### src/rtl/stride_read_streamer_if.sv
// ---------------------------------------------------------------------------
// stride_read_streamer_if
//
// Bundles the three streaming links of the stride read streamer:
//   index_* : request indices towards the memory read port
//   rdata_* : words returned by the read port, strictly in request order
//   out_*   : forwarded words towards the PE, with a last-element tag
//
// The master modport is the streamer's view. The slave modport is the view
// of the surrounding memory port and PE.
// ---------------------------------------------------------------------------
interface stride_read_streamer_if #(
    parameter int WORD_WIDTH = 32
);
    logic                  index_valid;
    logic                  index_ready;
    logic [WORD_WIDTH-1:0] index_data;

    logic                  rdata_valid;
    logic                  rdata_ready;
    logic [WORD_WIDTH-1:0] rdata;

    logic                  out_valid;
    logic                  out_ready;
    logic [WORD_WIDTH-1:0] out_data;
    logic                  out_last;

    modport master (
        output index_valid, index_data,
        input  index_ready,
        input  rdata_valid, rdata,
        output rdata_ready,
        output out_valid, out_data, out_last,
        input  out_ready
    );

    modport slave (
        input  index_valid, index_data,
        output index_ready,
        output rdata_valid, rdata,
        input  rdata_ready,
        input  out_valid, out_data, out_last,
        output out_ready
    );
endinterface

### src/rtl/stride_read_streamer.sv
// ---------------------------------------------------------------------------
// stride_read_streamer
//
// Strided read-stream engine. After a start pulse it issues the indices
// base, base+stride, ... (count of them) on the index link, collects the
// in-order returned words into a small FIFO and forwards them on the out
// link, tagging the final element. Reads in flight plus buffered words never
// exceed FIFO_DEPTH, so the FIFO cannot overflow.
//
// Ports:
//   clock, reset      clock, synchronous active-high reset
//   enable            global enable; when low every register holds
//   start             one-cycle pulse, samples base/stride/count in IDLE
//   base/stride/count stream configuration
//   busy              high while a stream with count != 0 is in progress
//   done              one-cycle completion pulse
//   quiescent         registered: idle, nothing in flight, FIFO empty
//   bus               index/rdata/out links (master modport)
// ---------------------------------------------------------------------------
module stride_read_streamer #(
    parameter int WORD_WIDTH = 32,
    parameter int FIFO_DEPTH = 4
) (
    input  logic                  clock,
    input  logic                  reset,
    input  logic                  enable,
    input  logic                  start,
    input  logic [WORD_WIDTH-1:0] base,
    input  logic [WORD_WIDTH-1:0] stride,
    input  logic [WORD_WIDTH-1:0] count,
    output logic                  busy,
    output logic                  done,
    output logic                  quiescent,
    stride_read_streamer_if.master bus
);
    localparam int ADDR_W = $clog2(FIFO_DEPTH);
    localparam int PTR_W  = ADDR_W + 1;
    localparam logic [WORD_WIDTH-1:0] ONE_W = WORD_WIDTH'(1);
    localparam logic [PTR_W-1:0]      ONE_P = PTR_W'(1);

    typedef enum logic [1:0] {
        S_IDLE,
        S_ISSUE,
        S_DRAIN,
        S_DONE
    } state_t;

    state_t                state_q, state_d;
    logic [WORD_WIDTH-1:0] index_q, index_d;
    logic [WORD_WIDTH-1:0] stride_q, stride_d;
    logic [WORD_WIDTH-1:0] count_q, count_d;
    logic [WORD_WIDTH-1:0] issued_q, issued_d;
    logic [WORD_WIDTH-1:0] returned_q, returned_d;
    logic [PTR_W-1:0]      in_flight_q, in_flight_d;
    logic [PTR_W-1:0]      wr_ptr_q, wr_ptr_d;
    logic [PTR_W-1:0]      rd_ptr_q, rd_ptr_d;
    logic [WORD_WIDTH:0]   mem_q [FIFO_DEPTH];
    logic [WORD_WIDTH:0]   mem_d [FIFO_DEPTH];
    logic                  quiescent_q, quiescent_d;

    logic [PTR_W-1:0]      occupancy;
    logic                  fifo_empty;
    logic                  credit_ok;
    logic                  in_stream;
    logic                  index_hs;
    logic                  push;
    logic                  pop;
    logic [WORD_WIDTH:0]   head;

    // Credit: a new index may go out only if every outstanding read and
    // every buffered word still fits in the FIFO once it returns.
    assign occupancy  = wr_ptr_q - rd_ptr_q;
    assign fifo_empty = (wr_ptr_q == rd_ptr_q);
    assign credit_ok  = ({1'b0, in_flight_q} + {1'b0, occupancy}) < (PTR_W+1)'(FIFO_DEPTH);
    assign in_stream  = (state_q == S_ISSUE) || (state_q == S_DRAIN);
    assign head       = mem_q[rd_ptr_q[ADDR_W-1:0]];

    assign bus.index_valid = (state_q == S_ISSUE) && enable && credit_ok;
    assign bus.index_data  = index_q;
    assign bus.rdata_ready = enable;
    assign bus.out_valid   = !fifo_empty && enable;
    assign bus.out_data    = fifo_empty ? '0 : head[WORD_WIDTH-1:0];
    assign bus.out_last    = !fifo_empty && head[WORD_WIDTH];

    assign index_hs = bus.index_valid && bus.index_ready;
    // Returned words outside a stream are strays: accepted, never buffered.
    assign push     = bus.rdata_valid && bus.rdata_ready && in_stream;
    assign pop      = bus.out_valid && bus.out_ready;

    // A zero-length stream passes through DONE without ever reporting busy.
    assign busy      = in_stream || ((state_q == S_DONE) && (count_q != '0));
    assign done      = (state_q == S_DONE);
    assign quiescent = quiescent_q;

    // Next-state logic: FSM, index generator, counters and FIFO pointers.
    always_comb begin
        state_d     = state_q;
        index_d     = index_q;
        stride_d    = stride_q;
        count_d     = count_q;
        issued_d    = issued_q;
        returned_d  = returned_q;
        in_flight_d = in_flight_q;
        wr_ptr_d    = wr_ptr_q;
        rd_ptr_d    = rd_ptr_q;
        mem_d       = mem_q;
        quiescent_d = (state_q == S_IDLE) && (in_flight_q == '0) && fifo_empty;

        case (state_q)
            S_IDLE: begin
                if (start) begin
                    index_d    = base;
                    stride_d   = stride;
                    count_d    = count;
                    issued_d   = '0;
                    returned_d = '0;
                    state_d    = (count == '0) ? S_DONE : S_ISSUE;
                end
            end
            S_ISSUE: begin
                if (index_hs && (issued_q == count_q - ONE_W)) begin
                    state_d = S_DRAIN;
                end
            end
            S_DRAIN: begin
                if (pop && bus.out_last) begin
                    state_d = S_DONE;
                end
            end
            S_DONE: begin
                state_d = S_IDLE;
            end
            default: begin
                state_d = S_IDLE;
            end
        endcase

        if (index_hs) begin
            index_d  = index_q + stride_q;
            issued_d = issued_q + ONE_W;
        end

        case ({index_hs, push})
            2'b10:   in_flight_d = in_flight_q + ONE_P;
            2'b01:   in_flight_d = in_flight_q - ONE_P;
            default: in_flight_d = in_flight_q;
        endcase

        if (push) begin
            mem_d[wr_ptr_q[ADDR_W-1:0]] = {(returned_q == count_q - ONE_W), bus.rdata};
            wr_ptr_d   = wr_ptr_q + ONE_P;
            returned_d = returned_q + ONE_W;
        end

        if (pop) begin
            rd_ptr_d = rd_ptr_q + ONE_P;
        end
    end

    // State registers: synchronous reset clears everything, enable low holds.
    always_ff @(posedge clock) begin
        if (reset) begin
            state_q     <= S_IDLE;
            index_q     <= '0;
            stride_q    <= '0;
            count_q     <= '0;
            issued_q    <= '0;
            returned_q  <= '0;
            in_flight_q <= '0;
            wr_ptr_q    <= '0;
            rd_ptr_q    <= '0;
            quiescent_q <= 1'b0;
            for (int i = 0; i < FIFO_DEPTH; i++) begin
                mem_q[i] <= '0;
            end
        end else if (enable) begin
            state_q     <= state_d;
            index_q     <= index_d;
            stride_q    <= stride_d;
            count_q     <= count_d;
            issued_q    <= issued_d;
            returned_q  <= returned_d;
            in_flight_q <= in_flight_d;
            wr_ptr_q    <= wr_ptr_d;
            rd_ptr_q    <= rd_ptr_d;
            quiescent_q <= quiescent_d;
            mem_q       <= mem_d;
        end
    end
endmodule

### src/flat_wrapper.sv
// flat-port wrapper written by rule: the top's interface ports become plain ports
module stride_read_streamer_flat 
#(
    parameter int WORD_WIDTH = 32,
    parameter int FIFO_DEPTH = 4
)
  (clock, reset, enable, start, base, stride, count, busy, done, quiescent, bus_index_valid, bus_index_data, bus_index_ready, bus_rdata_valid, bus_rdata, bus_rdata_ready, bus_out_valid, bus_out_data, bus_out_last, bus_out_ready);
  stride_read_streamer_if #(.WORD_WIDTH(WORD_WIDTH)) bus_i ();
  input  logic clock;
  input  logic reset;
  input  logic enable;
  input  logic start;
  input  logic [WORD_WIDTH-1:0] base;
  input  logic [WORD_WIDTH-1:0] stride;
  input  logic [WORD_WIDTH-1:0] count;
  output logic busy;
  output logic done;
  output logic quiescent;
  output wire logic [$bits(bus_i.index_valid)-1:0] bus_index_valid;
  output wire logic [$bits(bus_i.index_data)-1:0] bus_index_data;
  input wire logic [$bits(bus_i.index_ready)-1:0] bus_index_ready;
  input wire logic [$bits(bus_i.rdata_valid)-1:0] bus_rdata_valid;
  input wire logic [$bits(bus_i.rdata)-1:0] bus_rdata;
  output wire logic [$bits(bus_i.rdata_ready)-1:0] bus_rdata_ready;
  output wire logic [$bits(bus_i.out_valid)-1:0] bus_out_valid;
  output wire logic [$bits(bus_i.out_data)-1:0] bus_out_data;
  output wire logic [$bits(bus_i.out_last)-1:0] bus_out_last;
  input wire logic [$bits(bus_i.out_ready)-1:0] bus_out_ready;
  assign bus_index_valid = bus_i.index_valid;
  assign bus_index_data = bus_i.index_data;
  assign bus_i.index_ready = bus_index_ready;
  assign bus_i.rdata_valid = bus_rdata_valid;
  assign bus_i.rdata = bus_rdata;
  assign bus_rdata_ready = bus_i.rdata_ready;
  assign bus_out_valid = bus_i.out_valid;
  assign bus_out_data = bus_i.out_data;
  assign bus_out_last = bus_i.out_last;
  assign bus_i.out_ready = bus_out_ready;
  stride_read_streamer #(.WORD_WIDTH(WORD_WIDTH), .FIFO_DEPTH(FIFO_DEPTH)) u_core (.clock(clock), .reset(reset), .enable(enable), .start(start), .base(base), .stride(stride), .count(count), .busy(busy), .done(done), .quiescent(quiescent), .bus(bus_i));
endmodule
### config.mk
export PLATFORM = sky130hd
export DESIGN_NAME = stride_read_streamer_flat
export DESIGN_NICKNAME = d
export VERILOG_FILES = /design/src/rtl/stride_read_streamer_if.sv /design/src/rtl/stride_read_streamer.sv /design/src/flat_wrapper.sv
export SDC_FILE = /design/constraint.sdc
export NUM_CORES = 1
export LEC_CHECK = 0
export BUFFER_PORTS_ARGS = -buffer_cell sky130_fd_sc_hd__buf_2
export CAP_MARGIN = 15
export CORE_MARGIN = 2
export CORE_UTILIZATION = 53
export DETAILED_ROUTE_END_ITERATION = 16
export PLACE_DENSITY = 0.77
export RECOVER_POWER = 100
export SYNTH_ARGS = -nofsm -noshare
export SYNTH_HDL_FRONTEND = slang
export SYNTH_SLANG_ARGS = --single-unit
### constraint.sdc
create_clock -name clock -period 4.65 [get_ports clock]
set_clock_uncertainty 0.05 [all_clocks]
set_input_delay 0.93 -clock clock [delete_from_list [all_inputs] [get_ports clock]]
set_output_delay 0.93 -clock clock [all_outputs]
set_load 0.02 [all_outputs]
# --- After elaboration in Yosys (flattened, before gate mapping) ---
# Cells that the tools add are included.
op_classes:
  addsub: 10
  multipliers: 0
  div: 0
  order_cmp: 4
  eq_ne: 11
  n_shift: 0
  mux: 20
  n_bitwise: 2
  reduce_logical: 33
op_table:
  columns: ["cell", "n"]
  rows:
  - ["32-bit two-way mux", 8]
  - ["132-bit bitwise mux", 1]
  - ["33-bit two-way mux", 3]
  - ["33-bit binary-select mux with 2-bit select", 1]
  - ["33-bit demux with 2-bit select", 1]
  - ["32-bit by 1-bit adder with 32-bit output, second input constant", 2]
  - ["32-bit == test", 2]
  - ["32-bit adder", 1]
  - ["32-bit logical NOT", 1]
  - ["32-bit nonzero test", 1]
  - ["32-bit by 1-bit subtractor with 32-bit output, second input constant", 1]
  - ["1-bit logical AND", 14]
  - ["2-bit nonzero test", 5]
  - ["3-bit by 1-bit adder with 3-bit output, second input constant", 3]
  - ["3-bit AND reduction", 3]
  - ["2-bit two-way mux", 4]
  - ["2-bit one-hot mux with 4 select lines", 1]
  - ["2-bit == test, second input constant", 3]
  - ["3-bit greater-or-equal comparator, second input constant", 2]
  - ["2-bit inequality test, second input constant", 3]
  - ["2-bit NOT with 3-bit output", 2]
  - ["3-bit one-hot mux with 2 select lines", 1]
  - ["2-bit AND reduction", 3]
  - ["3-bit by 3-bit adder with 4-bit output", 1]
  - ["other kinds (11)", 13]
totals:
  regBits: 304
  latchBits: 0
  ramBits: 0
  mem_bits_ro: 0
  input_bits: 135
  out_inout_bits: 71
  word_cells: 94
  memories: 0

# --- Longest topological paths before layout ---
logic_depth:
  word_depth: 8
  mapped_depth: 19
  ltp_nobuf: 16

# --- Worst setup path after synthesis ---
# Ideal clock, no wire load.
synth_timing:
  kind: "reg-to-reg"
  startpoint: "reg u_core.rd_ptr_q[1]"
  endpoint: "reg u_core.state_q[0]"
  setup_ns: 0.131
  arrival_ns: 4.441
  t_required_ns: 4.469
  path_slack_ns: 0.028
  stages_incl_launch_ff: 16
  path_buffers: 3
  synth_period_minus_slack_ns: 4.622
  cell_sequence: "dfxtp_1 > clkbuf_1 > buf_1 > inv_1 > fa_1 > xor2_1 > ha_1 > nor2_1 > nor4bb_1 > clkbuf_1 > o2111ai_1 > or4_1 > or4_1 > or4_4 > a211oi_1 > a311oi_1"
synth_between:
  elab_chain_len: 8
  elab_cells_between_ends: 19
  classes_between: "add/sub: 2; order compare: 1; eq/ne: 3; mux: 3; bitwise: 1; reduce/logical: 9"
synth_rtl:
  columns: ["item", "line", "text"]
  rows:
  - ["from (decl)", "stride_read_streamer.sv:56", "logic [PTR_W-1:0] rd_ptr_q, rd_ptr_d;"]
  - ["from (signal assigned)", "stride_read_streamer.sv:185", "rd_ptr_q <= rd_ptr_d;"]
  - ["3-bit subtractor / 2-bit NOT with 3-bit output (equally long branches)", "stride_read_streamer.sv:72, stride_read_streamer.sv:76", null]
  - ["3-bit by 3-bit adder with 4-bit output / 33-bit binary-select mux with 2-bit select (equally long branches)", "stride_read_streamer.sv:74, stride_read_streamer.sv:76", null]
  - ["4-bit by 3-bit < comparator with 1-bit output / 33-bit two-way mux (equally long branches)", "stride_read_streamer.sv:74, stride_read_streamer.sv:76", null]
  - ["1-bit logical AND / 33-bit two-way mux (equally long branches)", "stride_read_streamer.sv:78, stride_read_streamer.sv:76", null]
  - ["1-bit logical AND (on tied branches)", "stride_read_streamer.sv:85, stride_read_streamer.sv:83", null]
  - ["1-bit logical AND (on tied branches)", "stride_read_streamer.sv:121, stride_read_streamer.sv:126", null]
  - ["2-bit inequality test (no line)", null, null]
  - ["4-bit AND reduction (no line) *", null, null]
  - ["to (signal assigned)", "stride_read_streamer.sv:177", "state_q <= state_d;"]
  - ["to (decl)", "stride_read_streamer.sv:48", "state_t state_q, state_d;"]
# Mark *: on every way between the ends. The rest lies on a longest branch, timed or not. The select of a mux whose other input is x is not followed.
# A chain may end at the register's enable or synchronous reset.

# --- Worst setup path after layout ---
layout_timing:
  startpoint: "reg u_core.wr_ptr_q[0]"
  endpoint: "reg u_core.state_q[0]"
layout_between:
  elab_chain_len: 8
  elab_cells_between_ends: 15
  classes_between: "add/sub: 2; order compare: 1; eq/ne: 3; reduce/logical: 9"
layout_rtl:
  columns: ["item", "line", "text"]
  rows:
  - ["from (decl)", "stride_read_streamer.sv:55", "logic [PTR_W-1:0] wr_ptr_q, wr_ptr_d;"]
  - ["from (signal assigned)", "stride_read_streamer.sv:184", "wr_ptr_q <= wr_ptr_d;"]
  - ["3-bit subtractor", "stride_read_streamer.sv:72", "assign occupancy = wr_ptr_q - rd_ptr_q;"]
  - ["3-bit by 3-bit adder with 4-bit output", "stride_read_streamer.sv:74", "assign credit_ok = ({1'b0, in_flight_q} + {1'b0, occupancy}) < (PTR_W+1)'(FIFO_DEPTH);"]
  - ["4-bit by 3-bit < comparator with 1-bit output", "stride_read_streamer.sv:74", null]
  - ["1-bit logical AND", "stride_read_streamer.sv:78", "assign bus.index_valid = (state_q == S_ISSUE) && enable && credit_ok;"]
  - ["1-bit logical AND", "stride_read_streamer.sv:85", "assign index_hs = bus.index_valid && bus.index_ready;"]
  - ["1-bit logical AND", "stride_read_streamer.sv:121", "if (index_hs && (issued_q == count_q - ONE_W)) begin"]
  - ["2-bit inequality test (no line)", null, null]
  - ["4-bit AND reduction (no line) *", null, null]
# Mark *: on every way between the ends. The rest lies on a longest branch, timed or not.

==> flow_summary.json <==
{
  "status": "finished, violations left",
  "violations": "max-capacitance violations, max-slew violations",
  "cp-end-kind": "flop",
  "cts_resized": 0,
  "dp_cells": 2529,
  "area_growth_pct": 13.6,
  "cts.root.buffer_cell": "clkbuf_16",
  "drv_slew": 485,
  "grt_pass1_vias": 14300,
  "ir_worst_vdd_mv": 0.388,
  "total_power_mw": 6.69,
  "grt_use_total_pct": 27.2,
  "dr.pass1.iters": 8,
  "via_count": 14900,
  "critPathKind": "flop to flop",
  "yosys.cell_types.count": 74,
  "wire_per_inst_um": 17.0,
  "io_pins": 206,
  "design_area_um2": 18400,
  "p_leak_nw": 6.79,
  "antenna_found_initial": 7,
  "core-area_um2": 30300,
  "ys.flop_type": "dfxtp_1",
  "grt_pass1_wl_um": 70200,
  "cts_max_path_buffers": 3,
  "postCtsSetupBuffers": 0,
  "dpl.hpwl_um": 30000,
  "cts_buffers": 35,
  "totalWireLength_um": 44300,
  "relSlewSlack_pct": -58.5,
  "cts_tree": "done",
  "ys_seq_area_share_pct": 37.5,
  "fin_crit_ns": 4.33,
  "crit_required_ns": 4.93,
  "fp.dieH_um": 179,
  "hold_viol": 0,
  "clkSlewWorstSetupHoldPaths_ns": 0.06,
  "port_buffers": 205,
  "worst_pin_slew_ns": 2.38,
  "grt-ovfl-total": 0,
  "synth_warnings": 0,
  "postCtsHoldBufs": 0,
  "drtIter0Drc": 1161,
  "avgSynthCellArea_um2": 7.91,
  "fin_crit_sh_pct": 93.2,
  "initial_core_util_pct": 53.4,
  "p_per_area_nw_per_um2": 363,
  "synth_area_leader_cell": "dfxtp_1",
  "fmax_ghz": 0.231,
  "netlist_area_um2": 16200,
  "ys_seq_elements": 304,
  "h-tree-depth": 2,
  "postRouteAntennaNets": 0,
  "rsz0062_at_grt": "false",
  "vias_per_cell": 5.75,
  "syn-num-nets": 2236,
  "netlist_top_cells_area": "dfxtp_1, nand2_1, a21oi_1",
  "setup_viol": 0,
  "fp-row-count": 64,
  "drive_above_1_share_pct": 12.1,
  "hold_path.class": "flop to flop",
  "arrival_ns": 4.61,
  "tns_ns": 0,
  "synth_edf_count": 0,
  "dieArea_um2": 32000,
  "grt_max_degree": 100,
  "drcViolationCount": 0,
  "cap_viol_max_count": 8,
  "async_flop_share_pct": 0,
  "syn_inst": 2050,
  "critical_path.max_fanout": 4,
  "worstSetupStartpointType": "flop",
  "ff2ff_setup_slack_ns": 0.32,
  "final_nets": 2357,
  "yosys.area.top_type_share_pct": 37.5,
  "instances_no_fill": 2598,
  "globalplace.congestion": 0.949,
  "numClockSinks": 304,
  "clk_latency_ns": 0.53,
  "place_area_um2": 17400,
  "die_w_um": 179
}
## cell families (layout without fill, tap and decap cells)
| family | after synthesis | in the layout | share of synthesized area (%) |
|---|---|---|---|
| XOR/XNOR | 164 | 164 | 9.21 |
| AO/OA/AOI/OAI | 412 | 412 | 15.0 |
| flip-flops | 304 | 304 | 37.5 |
| other | 0 | 6 | 0 |
| AND/OR/NAND/NOR | 904 | 904 | 25.0 |
| multiplexers | 41 | 41 | 5.02 |
| adder cells (fa/ha/maj) | 52 | 52 | 4.14 |
| buffers and inverters | 173 | 319 | 4.08 |
## flip-flops by register name (all words and copies together), names as in the netlist
register / cells
u_core.bus.index_data: 32
u_core.rd_ptr_q: 3
u_core.mem_q: 132
u_core.count_q: 32
u_core.stride_q: 32
u_core.state_q: 2
u_core.issued_q: 32
u_core.quiescent: 1
u_core.in_flight_q: 3
u_core.wr_ptr_q: 3
u_core.returned_q: 32
## through the flow
| stage | worst slack (ns) | hold WS, ns | utilization (%) |
|---|---|---|---|
| 2_1_floorplan | 0.0284 | 0.383 | - |
| 3_3_place_gp | 0.540 | 0.388 | 57.3 |
| 3_5_place_dp | 0.424 | 0.393 | 57.3 |
| 4_1_cts | 0.375 | 0.401 | 61.0 |
| 5_1_grt | 0.0538 | 0.419 | 60.6 |
| 6_report | 0.316 | 0.398 | 60.7 |
## per-layer routing
metal | up-vias | global-route usage (%) | share of wire, %
met5 | - | 0 | 0.093
met4 | 6 | 8.50 | 2.1
met3 | 85 | 7.42 | 9.1
met2 | 496 | 46.3 | 48
met1 | 7081 | 33.5 | 40
li1 | 7281 | - | -
## final timing paths
path | startpoint | endpoint | cells after the start
max | u_core.wr_ptr_q[0] | u_core.state_q[0] | 14
min | u_core.mem_q[58] | u_core.mem_q[58] | 2
max reg2reg | u_core.wr_ptr_q[0] | u_core.state_q[0] | 14
min reg2reg | u_core.mem_q[58] | u_core.mem_q[58] | 2
## power breakdown
part	total (mW)	internal, mW	switching, mW
registers	2.79	2.69	0.0975
clock network	2.68	1.57	1.11
logic	1.22	0.469	0.750
## critical path, stage by stage, from the launching register on
cell and delay (ns):
dfxtp_1 0.35, inv_1 0.12, ha_1 0.15, inv_1 0.04, fa_1 0.38, xor2_1 0.19, ha_1 0.31, nor2_1 0.11
nor4bb_4 0.38, o2111ai_1 0.18, or4_1 0.54, or4_1 0.49, or4_4 0.52, a211oi_1 0.27, a311oi_1 0.08
## final cells by class
cell class              count  area (µm²)
clock buffers              54        1050
clock inverters             8        83.8
well taps                 396         495
fillers                  2704       11900
diodes                      6        15.0
repair buffers            225        1070
inverters                  32         120
flip-flops and latches    304        6090
multi-input cells        1573        9500
## cells in the mapped netlist (4+ instances only)
cell type,n
xor2_1,74
o31ai_1,8
o21bai_1,8
mux4_2,32
and2_1,8
xnor2_1,86
nand3b_1,8
nand2b_1,12
buf_1,13
and4_1,5
inv_1,32
o21ai_0,38
nand2_1,516
and3_1,19
nor3_1,20
nor4_1,24
a211oi_1,13
a21o_1,19
dfxtp_1,304
clkbuf_1,125
a31oi_1,10
o21a_1,5
a311oi_1,24
nor2_1,140
or4_1,10
mux2i_1,7
or3_1,15
ha_1,48
nor2b_1,42
nand4_1,24
nand3_1,37
o2111ai_1,4
a21oi_1,251
## placed cells by master (no fill, tap or decap), types with 5 or more instances in the layout
| cell | Yosys | layout |
|---|---|---|
| a211oi_1 | 13 | 13 |
| a21o_1 | 19 | 19 |
| a21oi_1 | 251 | 251 |
| a311oi_1 | 24 | 24 |
| a31oi_1 | 10 | 10 |
| and3_1 | 19 | 18 |
| and4_1 | 5 | 5 |
| buf_2 | 1 | 136 |
| buf_4 | 1 | 11 |
| clkbuf_1 | 125 | 79 |
| clkbuf_16 | 0 | 35 |
| clkbuf_2 | 0 | 8 |
| clkbuf_8 | 0 | 10 |
| dfxtp_1 | 304 | 303 |
| diode_2 | 0 | 6 |
| ha_1 | 48 | 48 |
| inv_1 | 32 | 32 |
| mux2i_1 | 7 | 7 |
| mux4_2 | 32 | 32 |
| nand2_1 | 516 | 516 |
| nand2b_1 | 12 | 12 |
| nand3_1 | 37 | 36 |
| nand3b_1 | 8 | 8 |
| nand4_1 | 24 | 24 |
| nor2_1 | 140 | 140 |
| nor2b_1 | 42 | 42 |
| nor3_1 | 20 | 20 |
| nor4_1 | 24 | 24 |
| o21a_1 | 5 | 5 |
| o21ai_0 | 38 | 38 |
| o21bai_1 | 8 | 7 |
| o31ai_1 | 8 | 8 |
| or3_1 | 15 | 15 |
| or4_1 | 10 | 10 |
| xnor2_1 | 86 | 86 |
| xor2_1 | 74 | 74 |
No activity file was read; power rests on OpenSTA's default activity.
